$ cat src/rtl/id_ex_stage.sv
// ID/EX pipeline register with load-use hazard detection and bubble insertion.
module id_ex_stage #(
    parameter int unsigned ALUOP_W     = 4,
    parameter int unsigned STALL_CNT_W = 16
) (
    input  logic                   clk,
    input  logic                   reset,
    input  logic                   ID_Valid,
    input  logic [31:0]            ID_PC_plus4,
    input  logic [31:0]            ID_DataA,
    input  logic [31:0]            ID_DataB,
    input  logic [31:0]            ID_Imm,
    input  logic [4:0]             ID_Rs,
    input  logic [4:0]             ID_Rt,
    input  logic [4:0]             ID_Rd,
    input  logic [4:0]             ID_Shamt,
    input  logic                   ID_UsesRt,
    input  logic                   ID_RegWr,
    input  logic [1:0]             ID_RegDst,
    input  logic [1:0]             ID_MemtoReg,
    input  logic                   ID_MemWr,
    input  logic                   ID_ALUSrc,
    input  logic [ALUOP_W-1:0]     ID_ALUOp,
    input  logic                   Flush,
    input  logic                   Hold,
    output logic                   EX_Valid,
    output logic [31:0]            EX_PC_plus4,
    output logic [31:0]            EX_DataA,
    output logic [31:0]            EX_DataB,
    output logic [31:0]            EX_Imm,
    output logic [4:0]             EX_Rs,
    output logic [4:0]             EX_Rt,
    output logic [4:0]             EX_Rd,
    output logic [4:0]             EX_Shamt,
    output logic                   EX_RegWr,
    output logic [1:0]             EX_RegDst,
    output logic [1:0]             EX_MemtoReg,
    output logic                   EX_MemWr,
    output logic                   EX_ALUSrc,
    output logic [ALUOP_W-1:0]     EX_ALUOp,
    output logic                   PC_Wr,
    output logic                   IF_ID_Wr,
    output logic                   LoadUse_Stall,
    output logic [STALL_CNT_W-1:0] Stall_Count
);

    localparam logic [1:0] MEMTOREG_LOAD = 2'b01;

    typedef struct packed {
        logic               valid;
        logic [31:0]        pc_plus4;
        logic [31:0]        data_a;
        logic [31:0]        data_b;
        logic [31:0]        imm;
        logic [4:0]         rs;
        logic [4:0]         rt;
        logic [4:0]         rd;
        logic [4:0]         shamt;
        logic               reg_wr;
        logic [1:0]         reg_dst;
        logic [1:0]         memto_reg;
        logic               mem_wr;
        logic               alu_src;
        logic [ALUOP_W-1:0] alu_op;
    } stage_t;

    stage_t                 stage_q, stage_d, id_stage;
    logic [STALL_CNT_W-1:0] stall_cnt_q, stall_cnt_d;
    logic                   hazard;
    logic                   load_use;

    // Gather the ID-side fields into one stage record
    always_comb begin
        id_stage           = '0;
        id_stage.valid     = ID_Valid;
        id_stage.pc_plus4  = ID_PC_plus4;
        id_stage.data_a    = ID_DataA;
        id_stage.data_b    = ID_DataB;
        id_stage.imm       = ID_Imm;
        id_stage.rs        = ID_Rs;
        id_stage.rt        = ID_Rt;
        id_stage.rd        = ID_Rd;
        id_stage.shamt     = ID_Shamt;
        id_stage.reg_wr    = ID_RegWr;
        id_stage.reg_dst   = ID_RegDst;
        id_stage.memto_reg = ID_MemtoReg;
        id_stage.mem_wr    = ID_MemWr;
        id_stage.alu_src   = ID_ALUSrc;
        id_stage.alu_op    = ID_ALUOp;
    end

    // Load in EX whose destination feeds a source of the instruction in ID;
    // suppressed by reset, Hold (already frozen) and Flush (ID is wrong-path)
    always_comb begin
        hazard   = ID_Valid & stage_q.valid & stage_q.reg_wr
                 & (stage_q.memto_reg == MEMTOREG_LOAD)
                 & (stage_q.rt != 5'd0)
                 & ((stage_q.rt == ID_Rs) | (ID_UsesRt & (stage_q.rt == ID_Rt)));
        load_use = hazard & ~Flush & ~Hold & ~reset;
    end

    // Next-state: Hold > Flush > load-use bubble > normal advance
    always_comb begin
        stage_d     = stage_q;
        stall_cnt_d = stall_cnt_q;
        if (Hold) begin
            stage_d = stage_q;
        end else if (Flush) begin
            stage_d = '0;
        end else if (load_use) begin
            stage_d = '0;
            if (stall_cnt_q != {STALL_CNT_W{1'b1}}) begin
                stall_cnt_d = stall_cnt_q + STALL_CNT_W'(1);
            end
        end else begin
            stage_d = id_stage;
        end
    end

    // Stage and counter registers with synchronous reset
    always_ff @(posedge clk) begin
        if (reset) begin
            stage_q     <= '0;
            stall_cnt_q <= '0;
        end else begin
            stage_q     <= stage_d;
            stall_cnt_q <= stall_cnt_d;
        end
    end

    assign PC_Wr         = reset | (~Hold & ~load_use);
    assign IF_ID_Wr      = reset | (~Hold & ~load_use);
    assign LoadUse_Stall = load_use;
    assign Stall_Count   = stall_cnt_q;

    assign EX_Valid    = stage_q.valid;
    assign EX_PC_plus4 = stage_q.pc_plus4;
    assign EX_DataA    = stage_q.data_a;
    assign EX_DataB    = stage_q.data_b;
    assign EX_Imm      = stage_q.imm;
    assign EX_Rs       = stage_q.rs;
    assign EX_Rt       = stage_q.rt;
    assign EX_Rd       = stage_q.rd;
    assign EX_Shamt    = stage_q.shamt;
    assign EX_RegWr    = stage_q.reg_wr;
    assign EX_RegDst   = stage_q.reg_dst;
    assign EX_MemtoReg = stage_q.memto_reg;
    assign EX_MemWr    = stage_q.mem_wr;
    assign EX_ALUSrc   = stage_q.alu_src;
    assign EX_ALUOp    = stage_q.alu_op;

endmodule

$ cat config.mk
export PLATFORM = sky130hd
export DESIGN_NAME = id_ex_stage
export DESIGN_NICKNAME = d
export VERILOG_FILES = /design/src/rtl/id_ex_stage.sv
export SDC_FILE = /design/constraint.sdc
export NUM_CORES = 1
export LEC_CHECK = 0
export ABC_CLOCK_PERIOD_IN_PS = 3420
export CORE_AREA = 2 2 135 137
export CTS_CLUSTER_SIZE = 20
export DETAILED_ROUTE_END_ITERATION = 10
export DIE_AREA = 0 0 137 139
export PLACE_DENSITY = 0.75
export SLEW_MARGIN = 20
export SYNTH_ARGS = -nofsm -noshare
export SYNTH_HDL_FRONTEND = slang
export SYNTH_SLANG_ARGS = --single-unit
$ cat constraint.sdc
create_clock -name clk -period 3.42 [get_ports clk]
set_clock_uncertainty 0.1 [all_clocks]
set_input_delay 0.513 -clock clk [delete_from_list [all_inputs] [get_ports clk]]
set_output_delay 0.513 -clock clk [all_outputs]
set_load 0.01 [all_outputs]
# Word level (Yosys, flattened, before mapping)
# Cells that the tools add are included.
word_totals:
  inputBits: 165
  ff_bits: 176
  word_cells: 41
  out_inout_bits: 179
classes:
  addsub: 1
  n_reduce_logical: 2
  muxes: 2
  eq_ne: 4
  bitwise: 16
ops:
  columns: ["cell", "n"]
  rows:
  - ["160-bit 2-to-1 mux", 2]
  - ["16-bit by 1-bit adder with 16-bit output (second input constant)", 1]
  - ["16-bit != test (second input constant)", 1]
  - ["1-bit AND", 10]
  - ["5-bit == test", 2]
  - ["5-bit nonzero test", 1]
  - ["1-bit NOT", 4]
  - ["4-bit AND reduction", 1]
  - ["2-bit by 1-bit == test with 1-bit output (second input constant)", 1]
  - ["1-bit bitwise OR", 2]

# Depth between registers and ports, before layout
logic_depth:
  depth_word: 11
  mapped_depth: 8

# Worst setup path after synthesis
# No wires, ideal clock.
synth_path:
  path_kind: "input to output"
  start: "input ID_Rt[3]"
  end: "output PC_Wr"
  cell_stages: 8
  slack_ns: 0.837
  arrival_ns: 1.970
  cell_sequence: "xnor2_1 nand4_1 o22a_1 clkbuf_1 clkbuf_1 nor2_1 o21bai_1 buf_4"
synth_via:
  elab_chain_cells: 10
synth_rtl:
  columns: ["element", "line", "source"]
  rows:
  - ["from (decl)", "14", "input logic [4:0] ID_Rt,"]
  - ["5-bit == test", "98", "& ((stage_q.rt == ID_Rs) | (ID_UsesRt & (stage_q.rt == ID_Rt)));"]
  - ["1-bit AND", "98", null]
  - ["1-bit bitwise OR", "98", null]
  - ["1-bit AND", "98", null]
  - ["1-bit AND (3 in series)", "99", "load_use = hazard & ~Flush & ~Hold & ~reset;"]
  - ["via LoadUse_Stall", "43", "output logic LoadUse_Stall,"]
  - ["1-bit NOT", null, null]
  - ["1-bit AND", null, null]
  - ["1-bit bitwise OR", null, null]
  - ["to (decl)", "41", "output logic PC_Wr,"]
# The timed path passes the listed nets, and every way through them passes these cells.

# Worst setup path after layout
layout_path:
  start: "input Hold"
  end: "output IF_ID_Wr"
layout_via:
  elab_chain_cells: 6
layout_rtl:
  columns: ["element", "line", "source"]
  rows:
  - ["from (decl)", "25", "input logic Hold,"]
  - ["1-bit NOT (*)", "99, 132", null]
  - ["1-bit AND (2 in series)", "99", null]
  - ["1-bit NOT", "132", "assign IF_ID_Wr = reset | (~Hold & ~load_use);"]
  - ["1-bit AND (*)", "132", null]
  - ["1-bit bitwise OR (*)", "132", null]
  - ["to (decl)", "42", "output logic IF_ID_Wr,"]
# Mark *: on every way between the ends. The rest lies on a longest branch, timed or not.

==> impl_results.md <==
* DPL Wire Length at 13200 microns
* Post-Layout Inst Area at ~10000 sq um
* Worst Path Class, Setup: input port to output pin
* Antenna violations before repair at 0
* Initial DRT Pass Iterations at 4
* Final slew viol count at 0
* Fill count at 1549
* Final Total Pwr at between 4 and 5 mW
* All-Layer GR Usage at 18.9%
* Post-CTS sizing at 0
* GPL Wtd Cong at 0.778
* Drt initial violations at 248
* Worst Setup Slack post-DPL at 194 ps
* Synth-to-Final Area Change at 73.2%
* # setup viols final at 0
* Number of global-route vias before repair at 5267
* Htree depth at 4
* Crit end category: output pin
* Met2 Usage GRT at 30.6%
* Die area at 19000 sq um
* Postcts setup bufs at 0
* First-pass GRT wire length at 28200 microns
* Syn_nets at about 650
* Synth area leader: dfxtp_1
* R2R setup slack at 1080 ps
* Share of cells above drive strength 1 at 5.56%
* Sequential element share of the synthesized area at 60.7%
* Count leader, synth: dfxtp_1
* Largest family of logic cells by synthesized area: compound AO/OA/AOI/OAI gates
* Die height at 139 microns
* Drt drc at 0
* Syn Std Cell Area at approximately 5800 sq um
* Synth Area in Adders at 0.215%
* Most Crowded Layer GR: met2
* Top cells by area, synth: dfxtp_1 61%, a22o_1 24%, clkbuf_1 1.9%
* Synth unique cells at 34
* Worst-Margin Slew at 733 ps
* Mapped Cells at approximately 490
* Arr. time, crit path at approximately 2600 ps
* CTS tree: built
* Layout Utilization at between 50% and 60%
* Max VDD drop at between 0.3 and 0.4 mV
* Largest net degree at the start of global routing at 96
* Detailed-route via count at 5288
* Top cells by count, synth: 176 x dfxtp_1, 160 x a22o_1, 29 x clkbuf_1
* Mux share of post-synthesis cell area at 0.388%
* Final setup margin at 197 ps
* Post-synthesis xor/xnor area fraction at 1.51%
* Placed cell area at about 9500 sq um
* Kind of start point of the critical path: input port
* Core Rows at 49
* Skew-Pair Late Insertion Delay at 420 ps
* Syn avg cell area at 11.9 sq um
* Initial core utilization at 32.9%
* Max Root-Sink Buffers at 2
* Compound-gate portion of the synthesized area at 27.5%
* Via density at roughly 5
* Post-CTS Hold Buffers at 0
* Flops & latches, synth at 176
* Async SR Flop Fraction at 0%
* Finished Layout Cells at 1056
* # placed instances at 1024
* I/O Buffers at 343
* Crit path required time at 2810 ps
* Dominant synthesized flop cell: dfxtp_1
* Leakage at 3.69 nW
* Clock-pin slew on the worst setup and hold paths at about 70 ps
* Minimum clock period at around 3200 ps
* Pwr/cell area at 466 nW/um^2
* Final ANT Viol Nets at 0
* Number of clock sinks at 176
* Hold Path Class: flip-flop to flip-flop
* Final hold violations at 0
* RSZ-0062 raised after global routing: no
* Top-area cell type share of the netlist area at 60.7%
* Diodes inserted at 0
* DIE WIDTH at 137 microns
* F_max at 310 MHz
* Worst rel slew slack at between 50% and 60%
* Routed WL per cell at 17.6 microns
* Ports at 344
* Simple-Gate Fraction of Synth Area at 6.61%
* DRT Wirelength at 18500 microns
* M3 GR Usage at 6.58%
* Yosys warnings at 0
* Status: finished, final reports clean
* Core region area at 17700 sq um
* EDFF count, synth at 0
* Met1 Track Usage GR at 22.5%
* Fin Hold WS at 374 ps
* Fin nets at 980
* Final Cycle Share at 94.2%
* Crit Path Max Fanout at 8
* Num CTS Buffers at 17
* Root Driver: clkbuf_16
* Number of max-cap violations at 0
* Grt ovf at 0
* Setup TNS at 0 ps
-- state kept, by name, indices dropped and copies added (netlist names) --
name         flops
EX_DataA        32
EX_DataB        32
EX_Imm          32
EX_PC_plus4     32
Stall_Count     16
EX_Rd            5
EX_Rs            5
EX_Rt            5
EX_Shamt         5
EX_ALUOp         4
EX_MemtoReg      2
EX_RegDst        2
EX_ALUSrc        1
EX_MemWr         1
EX_RegWr         1
EX_Valid         1
-- logic make-up (layout without fill, tap and decap cells) --
| logic type | Yosys count | in the layout |
|---|---|---|
| and+or+nand+nor | 62 | 62 |
| xor gates and xnor gates | 10 | 10 |
| muxes | 2 | 2 |
| adders and majority gates | 1 | 1 |
| DFF | 176 | 176 |
| buffers and inverters | 44 | 384 |
| AOI/OAI and AO/OA | 192 | 192 |
-- power by group --
part | internal, mW | switching, mW | total [mW]
clock network | 1.07 | 0.907 | 1.97
logic | 0.358 | 0.194 | 0.552
registers | 2.12 | 0.0435 | 2.17
-- layout by cell type (no fill, tap or decap), types with 2 or more instances in the layout --
cell             netlist  final
a21oi_1               14     14
a22o_1               160    160
buf_12                 0      3
buf_4                  1      4
clkbuf_16              0     17
clkdlybuf4s50_1        0    343
clkinv_4               0      2
clkinv_8               0      2
dfxtp_1              176    176
inv_1                  2      2
inv_6                  0      5
inv_8                  0      3
nand2_1                9      9
nand3_1                6      6
nand4_1               10     10
nor2_1                 6      6
nor2b_1                4      3
nor3_1                 2      2
nor4_1                 2      2
o21ai_0                5      5
o31ai_1                9      9
or3_1                  5      5
or4_1                 10     10
xnor2_1               10     10
-- metal layers --
metal / vias to the layer above / routed length [microns]
met5: - / 0
met4: 0 / 622
met3: 43 / 1290
met2: 212 / 8900
met1: 2493 / 7730
li1: 2540 / -
-- worst max-delay path, stage by stage --
cell and delay (ps):
clkdlybuf4s50_1 450, or3_4 440, nor4_4 260, nand2_2 150
nor2_1 200, o21bai_1 110, clkdlybuf4s50_1 490
-- layout make-up --
class / instances / area, sq um / area share, %
flip-flops and latches: 176 / 3520 / 35.0
repair buffers: 350 / 3520 / 35.0
multi-input cells: 267 / 2120 / 21.0
clock buffers: 18 / 439 / 4.36
well taps: 229 / 287 / 2.85
clock inverters: 14 / 165 / 1.64
inverters: 2 / 7.51 / 0.0746
-- final timing paths --
path,startpoint,to,cells after the start
max,Hold,IF_ID_Wr,7
min,EX_DataA[26],EX_DataA[26],1
max reg2reg,Stall_Count[0],Stall_Count[8],6
min reg2reg,EX_DataA[26],EX_DataA[26],1
Power figures use the tool's default switching activity.
